<file path="src/rtl/shift_deserializer_pkg.sv">
// Shared constants, FSM state type and bit-order encodings for the serial-to-parallel path.
package universal_pkg;

    localparam int WIDTH = 4;
    localparam int DEPTH = 2;

    typedef enum logic {
        IDLE  = 1'b0,
        SHIFT = 1'b1
    } state_t;

    localparam logic DIR_MSB_FIRST = 1'b0;
    localparam logic DIR_LSB_FIRST = 1'b1;

endpackage

</file>
<file path="src/rtl/shift_deserializer_if.sv">
// Serial-in / word-out bundle between the deserializer and its producer/consumer.
interface shift_deserializer_if #(
    parameter int WIDTH = universal_pkg::WIDTH
) ();

    logic             bit_in;
    logic             bit_valid;
    logic             dir;
    logic             frame_sync;
    logic             ovf_clear;
    logic [WIDTH-1:0] out_data;
    logic             out_valid;
    logic             out_ready;
    logic             busy;
    logic             overflow;

    modport master (
        output bit_in, bit_valid, dir, frame_sync, ovf_clear, out_ready,
        input  out_data, out_valid, busy, overflow
    );

    modport slave (
        input  bit_in, bit_valid, dir, frame_sync, ovf_clear, out_ready,
        output out_data, out_valid, busy, overflow
    );

endinterface

</file>
<file path="src/rtl/shift_deserializer_word_fifo.sv">
// Small word FIFO; a push into a full FIFO is accepted only if a pop happens in the same cycle.
module word_fifo #(
    parameter int WIDTH = universal_pkg::WIDTH,
    parameter int DEPTH = universal_pkg::DEPTH
) (
    input  logic             clk,
    input  logic             reset,
    input  logic             push,
    input  logic [WIDTH-1:0] push_data,
    input  logic             pop,
    output logic [WIDTH-1:0] head_data,
    output logic             full,
    output logic             empty
);
    import universal_pkg::*;

    localparam int AW = (DEPTH > 1) ? $clog2(DEPTH) : 1;
    localparam int CW = $clog2(DEPTH + 1);

    logic [WIDTH-1:0] mem [DEPTH];
    logic [AW-1:0]    rd_idx;
    logic [AW-1:0]    wr_idx;
    logic [CW-1:0]    count;
    logic             do_push;
    logic             do_pop;

    function automatic logic [AW-1:0] idx_inc(input logic [AW-1:0] idx);
        return (idx == AW'(DEPTH - 1)) ? '0 : idx + AW'(1);
    endfunction

    assign full      = (count == CW'(DEPTH));
    assign empty     = (count == '0);
    assign do_pop    = pop & ~empty;
    assign do_push   = push & (~full | do_pop);
    assign head_data = empty ? '0 : mem[rd_idx];

    always_ff @(posedge clk) begin
        if (reset) begin
            rd_idx <= '0;
            wr_idx <= '0;
            count  <= '0;
        end else begin
            if (do_push) wr_idx <= idx_inc(wr_idx);
            if (do_pop)  rd_idx <= idx_inc(rd_idx);
            count <= count + CW'(do_push) - CW'(do_pop);
        end
    end

    // Storage needs no reset: head_data is masked while empty.
    always_ff @(posedge clk) begin
        if (do_push) mem[wr_idx] <= push_data;
    end

endmodule

</file>
<file path="src/rtl/shift_deserializer.sv">
// Assembles WIDTH-bit words from a serial stream (MSB- or LSB-first) and queues them in word_fifo.
//   state | meaning
//   IDLE  | no partial word held, bit count 0
//   SHIFT | 1..WIDTH-1 bits of the current word held
module shift_deserializer #(
    parameter int WIDTH = universal_pkg::WIDTH,
    parameter int DEPTH = universal_pkg::DEPTH
) (
    input  logic                 clk,
    input  logic                 reset,
    shift_deserializer_if.slave  bus
);
    import universal_pkg::*;

    localparam int                CNT_W = (WIDTH > 1) ? $clog2(WIDTH) : 1;
    localparam logic [CNT_W-1:0]  LAST  = CNT_W'(WIDTH - 1);

    state_t           state_q, state_d;
    logic [CNT_W-1:0] cnt_q, cnt_d, cnt_base;
    logic [WIDTH-1:0] shreg_q, shreg_d, shreg_base, shifted;
    logic             word_done;
    logic             pop;
    logic             full;
    logic             empty;
    logic             ovf_set;
    logic             overflow_q;

    // frame_sync restarts the word before the current bit is taken in.
    always_comb begin
        cnt_base   = bus.frame_sync ? '0 : cnt_q;
        shreg_base = bus.frame_sync ? '0 : shreg_q;
        if (bus.dir == DIR_LSB_FIRST)
            shifted = (shreg_base >> 1) | (WIDTH'(bus.bit_in) << (WIDTH - 1));
        else
            shifted = (shreg_base << 1) | WIDTH'(bus.bit_in);
        word_done = bus.bit_valid && (cnt_base == LAST);
    end

    always_comb begin
        state_d = state_q;
        cnt_d   = cnt_q;
        shreg_d = shreg_q;
        case (state_q)
            IDLE: begin
                if (bus.bit_valid) state_d = word_done ? IDLE : SHIFT;
            end
            SHIFT: begin
                if (bus.bit_valid)       state_d = word_done ? IDLE : SHIFT;
                else if (bus.frame_sync) state_d = IDLE;
            end
        endcase
        if (bus.bit_valid) begin
            cnt_d   = word_done ? '0 : cnt_base + CNT_W'(1);
            shreg_d = word_done ? '0 : shifted;
        end else if (bus.frame_sync) begin
            cnt_d   = '0;
            shreg_d = '0;
        end
    end

    always_ff @(posedge clk) begin
        if (reset) begin
            state_q    <= IDLE;
            cnt_q      <= '0;
            shreg_q    <= '0;
            overflow_q <= 1'b0;
        end else begin
            state_q    <= state_d;
            cnt_q      <= cnt_d;
            shreg_q    <= shreg_d;
            overflow_q <= ovf_set | (overflow_q & ~bus.ovf_clear);
        end
    end

    assign pop     = ~empty & bus.out_ready;
    assign ovf_set = word_done & full & ~pop;

    word_fifo #(
        .WIDTH (WIDTH),
        .DEPTH (DEPTH)
    ) u_fifo (
        .clk       (clk),
        .reset     (reset),
        .push      (word_done),
        .push_data (shifted),
        .pop       (pop),
        .head_data (bus.out_data),
        .full      (full),
        .empty     (empty)
    );

    assign bus.out_valid = ~empty;
    assign bus.busy      = (state_q == SHIFT);
    assign bus.overflow  = overflow_q;

endmodule

</file>
<file path="src/flat_wrapper.sv">
// flat-port wrapper written by rule: the top's interface ports become plain ports
module shift_deserializer_flat import universal_pkg::*;
#(
    parameter int WIDTH = universal_pkg::WIDTH,
    parameter int DEPTH = universal_pkg::DEPTH
)
  (clk, reset, bus_bit_in, bus_bit_valid, bus_dir, bus_frame_sync, bus_ovf_clear, bus_out_ready, bus_out_data, bus_out_valid, bus_busy, bus_overflow);
  shift_deserializer_if #(.WIDTH(WIDTH)) bus_i ();
  input  logic clk;
  input  logic reset;
  input wire logic [$bits(bus_i.bit_in)-1:0] bus_bit_in;
  input wire logic [$bits(bus_i.bit_valid)-1:0] bus_bit_valid;
  input wire logic [$bits(bus_i.dir)-1:0] bus_dir;
  input wire logic [$bits(bus_i.frame_sync)-1:0] bus_frame_sync;
  input wire logic [$bits(bus_i.ovf_clear)-1:0] bus_ovf_clear;
  input wire logic [$bits(bus_i.out_ready)-1:0] bus_out_ready;
  output wire logic [$bits(bus_i.out_data)-1:0] bus_out_data;
  output wire logic [$bits(bus_i.out_valid)-1:0] bus_out_valid;
  output wire logic [$bits(bus_i.busy)-1:0] bus_busy;
  output wire logic [$bits(bus_i.overflow)-1:0] bus_overflow;
  assign bus_i.bit_in = bus_bit_in;
  assign bus_i.bit_valid = bus_bit_valid;
  assign bus_i.dir = bus_dir;
  assign bus_i.frame_sync = bus_frame_sync;
  assign bus_i.ovf_clear = bus_ovf_clear;
  assign bus_i.out_ready = bus_out_ready;
  assign bus_out_data = bus_i.out_data;
  assign bus_out_valid = bus_i.out_valid;
  assign bus_busy = bus_i.busy;
  assign bus_overflow = bus_i.overflow;
  shift_deserializer #(.WIDTH(WIDTH), .DEPTH(DEPTH)) u_core (.clk(clk), .reset(reset), .bus(bus_i));
endmodule
</file>
<file path="config.mk">
export PLATFORM = sky130hd
export DESIGN_NAME = shift_deserializer_flat
export DESIGN_NICKNAME = d
export VERILOG_FILES = /design/src/rtl/shift_deserializer_pkg.sv /design/src/rtl/shift_deserializer_if.sv /design/src/rtl/shift_deserializer_word_fifo.sv /design/src/rtl/shift_deserializer.sv /design/src/flat_wrapper.sv
export SDC_FILE = /design/constraint.sdc
export NUM_CORES = 1
export LEC_CHECK = 0
export ABC_AREA = 1
export BUFFER_PORTS_ARGS = -buffer_cell sky130_fd_sc_hd__buf_4
export CAP_MARGIN = 20
export CORE_MARGIN = 4
export CORE_UTILIZATION = 58
export DETAILED_ROUTE_END_ITERATION = 16
export PLACE_DENSITY = 0.85
export SLEW_MARGIN = 20
export SYNTH_ARGS = -nofsm -noshare
export SYNTH_HDL_FRONTEND = slang
export SYNTH_HIERARCHICAL = 1
export SYNTH_SLANG_ARGS = --single-unit
</file>
<file path="constraint.sdc">
create_clock -name clk -period 4.1 [get_ports clk]
set_input_delay 1.23 -clock clk [delete_from_list [all_inputs] [get_ports clk]]
set_output_delay 1.23 -clock clk [all_outputs]
set_load 0.005 [all_outputs]
</file>
==> impl_metrics.env, run 1 <==
export IMPL_antenna_found_initial=0
export IMPL_relSlewSlack_pct=76.8
export IMPL_power_density_nw_per_um2=298
export IMPL_die_area_um2=2480
export IMPL_peakVddDrop_mv=0.232
export IMPL_critical_path_cell_chain="buf_4 -> nor2_1 -> ha_1 -> nand2_1 -> inv_2 -> nand2_1 -> ha_1 -> inv_1 -> ha_1 -> inv_1 -> nand2_1 -> a21oi_1 -> nor2_1"
export IMPL_cts_buffers=3
export IMPL_cp_required_ns=4.32
export IMPL_yosysSeqAreaShare_pct=49.3
export IMPL_outcome="finished clean"
export IMPL_ys_ff_latch=21
export IMPL_fin_skew_ns=0.0105
export IMPL_synth_nets=132
export IMPL_hold_path_class="reg -> reg"
export IMPL_path_class="in -> reg"
export IMPL_rows=14
export IMPL_floorplan_initialDensity_pct=64.4
export IMPL_cts_tree="done"
export IMPL_hpwl_mm=1.43
export IMPL_numPortBuffers=14
export IMPL_synth_cells=121
export IMPL_cts_root_buf="clkbuf_4"
export IMPL_stdcell_area_um2=1150
export IMPL_coreArea_um2=1580
export IMPL_drc=0
export IMPL_num_antenna_cells=0
export IMPL_slowest_delay_ns=0.30
export IMPL_syn_area_um2=1010
export IMPL_layout_drive_gt1_share_pct=26.3
export IMPL_leakagePower_nw=0.500
export IMPL_grt_pass1_vias=714
export IMPL_gp_congestion=0.825
export IMPL_clk_pin_slew_ns=0.12
export IMPL_num_io_pins=15
export IMPL_detail_route_vias_per_cell=5.25
export IMPL_crit_arrival_ns=2.84
export IMPL_place_area_um2=1120
export IMPL_clock_latency_ns=0.31
export IMPL_synth_cell_types=20
export IMPL_nFillCells=129
export IMPL_gr_total_overflow=0
export IMPL_die_x_um=49.8
export IMPL_nets=149
export IMPL_max_cap_violations=0
export IMPL_wl_per_cell_um=11.8
export IMPL_crit_path_end_kind="register"
export IMPL_rrSetupSlack_ns=2.17
export IMPL_yosys_warnings=6
export IMPL_syn_avg_cell_area_um2=8.39
export IMPL_crit_slowest_cell="ha_1"
export IMPL_cts_resized=0
export IMPL_fmax_mhz=381
export IMPL_rsz0062_at_grt="no"
export IMPL_cp_max_fo=5
export IMPL_post_cts_buffers=0
export IMPL_hold_viol=0
export IMPL_grt_pass1_wl_mm=3.04
export IMPL_drtPass1Iterations=4
export IMPL_clockBufferDepth=2
export IMPL_die_h_um=49.8
export IMPL_setup_violations=0
export IMPL_drt_initial_drc_count=11
export IMPL_final_max_slew_viol_count=0
export IMPL_synthToLayoutAreaGrowth_pct=13.4
export IMPL_critPathLaunchType="input port"
export IMPL_grtUsageTotal_pct=16.3
export IMPL_route_vias_total=803
export IMPL_drt_total_wl_mm=1.81
export IMPL_min_period_ns=2.63
export IMPL_antenna_left=0
export IMPL_h_tree_depth=1
export IMPL_fin_tns_setup_ns=0
export IMPL_grt_max_degree=12
export IMPL_cts_hold_buf=0
export IMPL_period_share_pct=64.0
export IMPL_worstMarginPinSlew_ns=0.346
export IMPL_cts_sinks=21
## critical path, delay by kind of cell
| kind | cells | cell delay, ns |
|---|---|---|
| AO/OA/AOI/OAI | 1 | 0.15 |
| adder cells (fa/ha/maj) | 3 | 0.73 |
| buffers and inverters | 4 | 0.31 |
| AND/OR/NAND/NOR | 5 | 0.43 |
## routing by layer
metal	share of wire, %	global-route usage, %
met1	42	17.1
met2	51	29.7
met3	4.2	3.92
met4	2.5	8.29
met5	0	0
## cell families after synthesis
| kind of cell | count (synthesis) | synth area share [%] |
|---|---|---|
| AND/OR/NAND/NOR | 59 | 28.5 |
| buffers and inverters | 22 | 8.88 |
| flip-flops | 21 | 49.3 |
| AO/OA/AOI/OAI | 16 | 9.62 |
| adder cells (fa/ha/maj) | 3 | 3.70 |
## report_power, final
part / internal (W) / switching, W / leakage (nW) / total, W
logic: 0.00000999 / 0.0000149 / 0.301 / 0.0000249
registers: 0.000218 / 0.00000124 / 0.184 / 0.000219
clock network: 0.0000380 / 0.0000604 / 0.0150 / 0.0000984
total: 0.000266 / 0.0000766 / 0.500 / 0.000343
## sequential cells by signal, indices dropped and copies added (netlist names), named ones only
register,count
u_core/u_fifo/mem,8
u_core/shreg_q,4
u_core/cnt_q,2
u_core/u_fifo/count,2
u_core/bus.busy,1
u_core/bus.overflow,1
u_core/u_fifo/rd_idx,1
u_core/u_fifo/wr_idx,1
## path summary, 6_finish.rpt
check | depth (start not counted) | startpoint | to
max | 13 | bus_frame_sync | u_core/u_fifo/count[1]
min reg2reg | 2 | u_core/bus.overflow | u_core/bus.overflow
max reg2reg | 13 | u_core/cnt_q[0] | u_core/u_fifo/count[1]
min | 2 | u_core/bus.overflow | u_core/bus.overflow
## synth_stat cells
master    instances  share of area, %
a21oi_1          10               4.9
a21oi_2           4               3.5
and2_1            1              0.62
buf_6             1               1.1
clkbuf_1          1              0.37
dfxtp_1          13                26
edfxtp_1          8                24
ha_1              3               3.7
inv_1            16               5.9
inv_2             4               1.5
nand2_1          26               9.6
nand2_2           4               2.5
nand3_1           9               4.4
nand3_2           4               3.9
nor2_1           11               4.1
nor2_2            1              0.62
nor2_4            2               2.2
nor3_1            1              0.49
o211ai_1          1              0.74
o21ai_0           1              0.49
## layout by cell type (no fill, tap or decap), types with 2 or more instances in the layout
master | Yosys | routed
buf_4 | 0 | 14
ha_1 | 3 | 3
nor2_4 | 2 | 2
a21oi_1 | 10 | 10
edfxtp_1 | 8 | 8
nand2_2 | 4 | 4
inv_1 | 16 | 16
dfxtp_1 | 13 | 13
nand3_2 | 4 | 4
a21oi_2 | 4 | 4
inv_2 | 4 | 4
clkbuf_4 | 0 | 3
nand2_1 | 26 | 26
nand3_1 | 9 | 9
nor2_1 | 11 | 11
## through the flow
step / cells / util (%) / hold WS [ns] / setup slack [ns] / power [W]
2_1_floorplan: 121 / - / 0.460 / 1.44 / 0.000239
3_3_place_gp: 149 / 71.3 / 0.453 / 1.25 / 0.000248
3_5_place_dp: 149 / 71.3 / 0.458 / 1.15 / 0.000249
4_1_cts: 153 / 73.0 / 0.475 / 1.49 / 0.000347
5_1_grt: 153 / 73.0 / 0.529 / 1.38 / 0.000360
6_report: 153 / 73.0 / 0.472 / 1.47 / 0.000343
## layout make-up
class | instances | area [um^2] | share of cell area [%]
clock buffers | 4 | 26.3 | 2.28
inverters | 20 | 75.1 | 6.52
multi-input cells | 78 | 424 | 36.8
flip-flops and latches | 21 | 500 | 43.5
well taps | 16 | 20.0 | 1.74
repair buffers | 14 | 105 | 9.13
No activity file was read; power rests on OpenSTA's default activity.
==> inputs of run 2 (changes only) <==
- ABC_AREA: 1 -> 0
- CORE_UTILIZATION: 58 -> 54
- PLACE_DENSITY: 0.85 -> 0.8
- clock period: 4.1 -> 2.7 ns (I/O delays scaled with it)
==> impl_metrics.env, run 2 <==
export IMPL_outcome="finished clean"
export IMPL_grtUsageTotal_pct=15.0
export IMPL_wl_per_cell_um=11.5
export IMPL_cts_resized=0
export IMPL_num_antenna_cells=0
export IMPL_largest_reg_flops=8
export IMPL_drc=0
export IMPL_fin_tns_setup_ns=0
export IMPL_wl_met1_um=704
export IMPL_floorplan_initialDensity_pct=56.7
export IMPL_cp_max_fo=4
export IMPL_synth_nets=109
export IMPL_die_x_um=50.6
export IMPL_hold_viol=0
export IMPL_synth_flop_cell="dfxtp_1"
export IMPL_path_class="in -> reg"
export IMPL_clockBufferDepth=2
export IMPL_power_w=0.000516
export IMPL_yosysTopAreaCellShare_pct=26.6
export IMPL_syn_avg_cell_area_um2=10.0
export IMPL_grt_pass1_wl_mm=2.90
export IMPL_slowest_delay_ns=0.29
export IMPL_power_density_nw_per_um2=451
export IMPL_yosysSeqAreaShare_pct=51.1
export IMPL_hold_path_class="reg -> reg"
export IMPL_cpMostUsedCell="ha_1"
export IMPL_critPathLaunchType="input port"
export IMPL_synth_most_common_cell="nor2_1"
export IMPL_r2r_start="u_core/u_fifo/count[1]"
export IMPL_numPortBuffers=14
export IMPL_drt_total_wl_mm=1.60
export IMPL_leakagePower_nw=0.499
export IMPL_cp_top_family="adder cells"
export IMPL_cts_sinks=21
export IMPL_rrSetupSlack_ns=0.54
export IMPL_post_cts_buffers=0
export IMPL_synthTopCellsByArea="dfxtp_1 27%, edfxtp_1 25%, nor2_1 7.7%"
export IMPL_detail_route_vias_per_cell=5.06
export IMPL_met3_length_um=63
export IMPL_hpwl_mm=1.24
export IMPL_wl_met2_um=809
export IMPL_num_io_pins=15
export IMPL_synth_top_area_cell="dfxtp_1"
export IMPL_critical_path_cell_chain="buf_4 -> nor2b_1 -> ha_1 -> and2_1 -> o21ai_4 -> ha_1 -> inv_1 -> ha_1 -> xor2_1 -> and2_1 -> nor3_1"
export IMPL_min_period_ns=2.29
export IMPL_cts_root_buf="clkbuf_4"
export IMPL_setup_violations=0
export IMPL_layout_common_cells="20 x nor2_1, 16 x buf_4, 13 x dfxtp_1"
export IMPL_grt_pass1_vias=692
export IMPL_crit_slowest_cell="ha_1"
export IMPL_reg2reg_depth=10
export IMPL_nFillCells=164
export IMPL_cts_hold_buf=0
export IMPL_nets=127
export IMPL_layout_drive_gt1_share_pct=20.0
export IMPL_largest_register="u_core/u_fifo/mem"
export IMPL_dpl_cell_count=136
export IMPL_ys_ff_latch=21
export IMPL_gr_total_overflow=0
export IMPL_fmax_mhz=437
export IMPL_drtPass1Iterations=4
export IMPL_worstMarginPinSlew_ns=0.381
export IMPL_startpoint="bus_frame_sync"
export IMPL_timing_critical_path_buf_inv=2
export IMPL_rows=15
export IMPL_cp_num_cells=11
export IMPL_drt_initial_drc_count=9
export IMPL_crit_arrival_ns=2.51
export IMPL_die_area_um2=2560
export IMPL_synth_top_cells_by_count="20 x nor2_1, 13 x dfxtp_1, 8 x edfxtp_1, 8 x inv_1"
export IMPL_worstSetupEndpoint="u_core/u_fifo/count[1]"
export IMPL_antenna_found_initial=0
export IMPL_die_h_um=50.6
export IMPL_final_max_slew_viol_count=0
export IMPL_fin_skew_ns=0.00476
export IMPL_cts_buffers=3
export IMPL_synth_cells=98
export IMPL_peakVddDrop_mv=0.358
export IMPL_fin_cells=140
export IMPL_layout_commonest_cell="nor2_1"
export IMPL_period_share_pct=84.7
export IMPL_grt_max_degree=15
export IMPL_relSlewSlack_pct=74.5
export IMPL_worst_r2r_endpoint="u_core/u_fifo/count[1]"
export IMPL_h_tree_depth=1
export IMPL_yosys_warnings=6
export IMPL_synth_edff_count=8
export IMPL_clock_latency_ns=0.30
export IMPL_synthToLayoutAreaGrowth_pct=16.7
export IMPL_synth_cell_types=30
export IMPL_dp_slack_ns=0.103
export IMPL_fin_ws_ns=0.412
export IMPL_max_cap_violations=0
export IMPL_coreArea_um2=1730
export IMPL_cts_tree="done"
export IMPL_gp_congestion=0.680
export IMPL_cp_required_ns=2.93
export IMPL_syn_area_um2=980
export IMPL_route_vias_total=708
export IMPL_synthArstFlopShare_pct=0
export IMPL_rsz0062_at_grt="no"
export IMPL_reg_top3="u_core/u_fifo/mem: 8 flops, u_core/shreg_q: 4 flops"
export IMPL_finalHoldWorstSlack_ns=0.524
export IMPL_clk_pin_slew_ns=0.10
export IMPL_top_layer_used="met4"
export IMPL_antenna_left=0
export IMPL_crit_path_end_kind="register"
## run 2: cell count changes after synthesis, moves of 4 or more
cell,previous run,this run
nand3_2,4,0
mux2i_1,0,6
nor2b_1,0,6
nor2_1,11,20
inv_1,16,8
nand3_1,9,1
nand2_1,26,3
a21oi_2,4,0
nand2b_1,0,4
nand2_2,4,0
inv_2,4,0
a21oi_1,10,3
## run 2: cell type report
cell class / count / area (um^2) / share of cell area, %
flip-flops and latches: 21 / 500 / 43.8
multi-input cells: 66 / 435 / 38.1
repair buffers: 16 / 120 / 10.5
well taps: 25 / 31.3 / 2.74
inverters: 8 / 30.0 / 2.63
clock buffers: 4 / 26.3 / 2.30
## run 2: cells by family after synthesis
group / count (synthesis) / share of synthesized area [%]
buffers and inverters: 11 / 4.47
XOR/XNOR: 3 / 2.68
AO/OA/AOI/OAI: 10 / 8.17
adder cells (fa/ha/maj): 3 / 3.83
flip-flops: 21 / 51.1
AND/OR/NAND/NOR: 43 / 22.1
multiplexers: 7 / 7.66
## run 2: power by group
part / internal, W / leakage [nW] / switching (W) / total, W
logic: 0.0000183 / 0.310 / 0.0000187 / 0.0000370
registers: 0.000332 / 0.174 / 0.00000183 / 0.000334
clock network: 0.0000575 / 0.0150 / 0.0000881 / 0.000146
total: 0.000407 / 0.499 / 0.000109 / 0.000516
## run 2: worst min-delay path, stage by stage, from the launching register on
cell     delay (ns)
dfxtp_1        0.35
xor2_1         0.08
nor2_1         0.07
## run 2: worst min path at each step
stage | start | endpoint | slack (ns) | depth (start not counted)
final | u_core/u_fifo/rd_idx | register | 0.52 | 2
after global routing | u_core/u_fifo/rd_idx | u_core/u_fifo/rd_idx | 0.58 | 2
after CTS | u_core/u_fifo/rd_idx | register | 0.53 | 2
after detailed placement | u_core/u_fifo/rd_idx | register | 0.50 | 2
after global placement | u_core/bus.busy | u_core/bus.busy | 0.48 | 2
after floorplan | u_core/u_fifo/rd_idx | register | 0.47 | 2
## run 2: per-layer routing
metal  vias to the layer above  track usage [%]
li1                        359                -
met1                       328             17.0
met2                        17             27.2
met3                         4             2.67
met4                         0             6.73
met5                         -                0
## run 2: stage by stage
step / instance area [um^2] / util [%]
6_report: 1140 / 66.2
2_1_floorplan: 980 / -
5_1_grt: 1140 / 66.2
4_1_cts: 1140 / 66.2
3_3_place_gp: 1120 / 64.7
3_5_place_dp: 1120 / 64.7
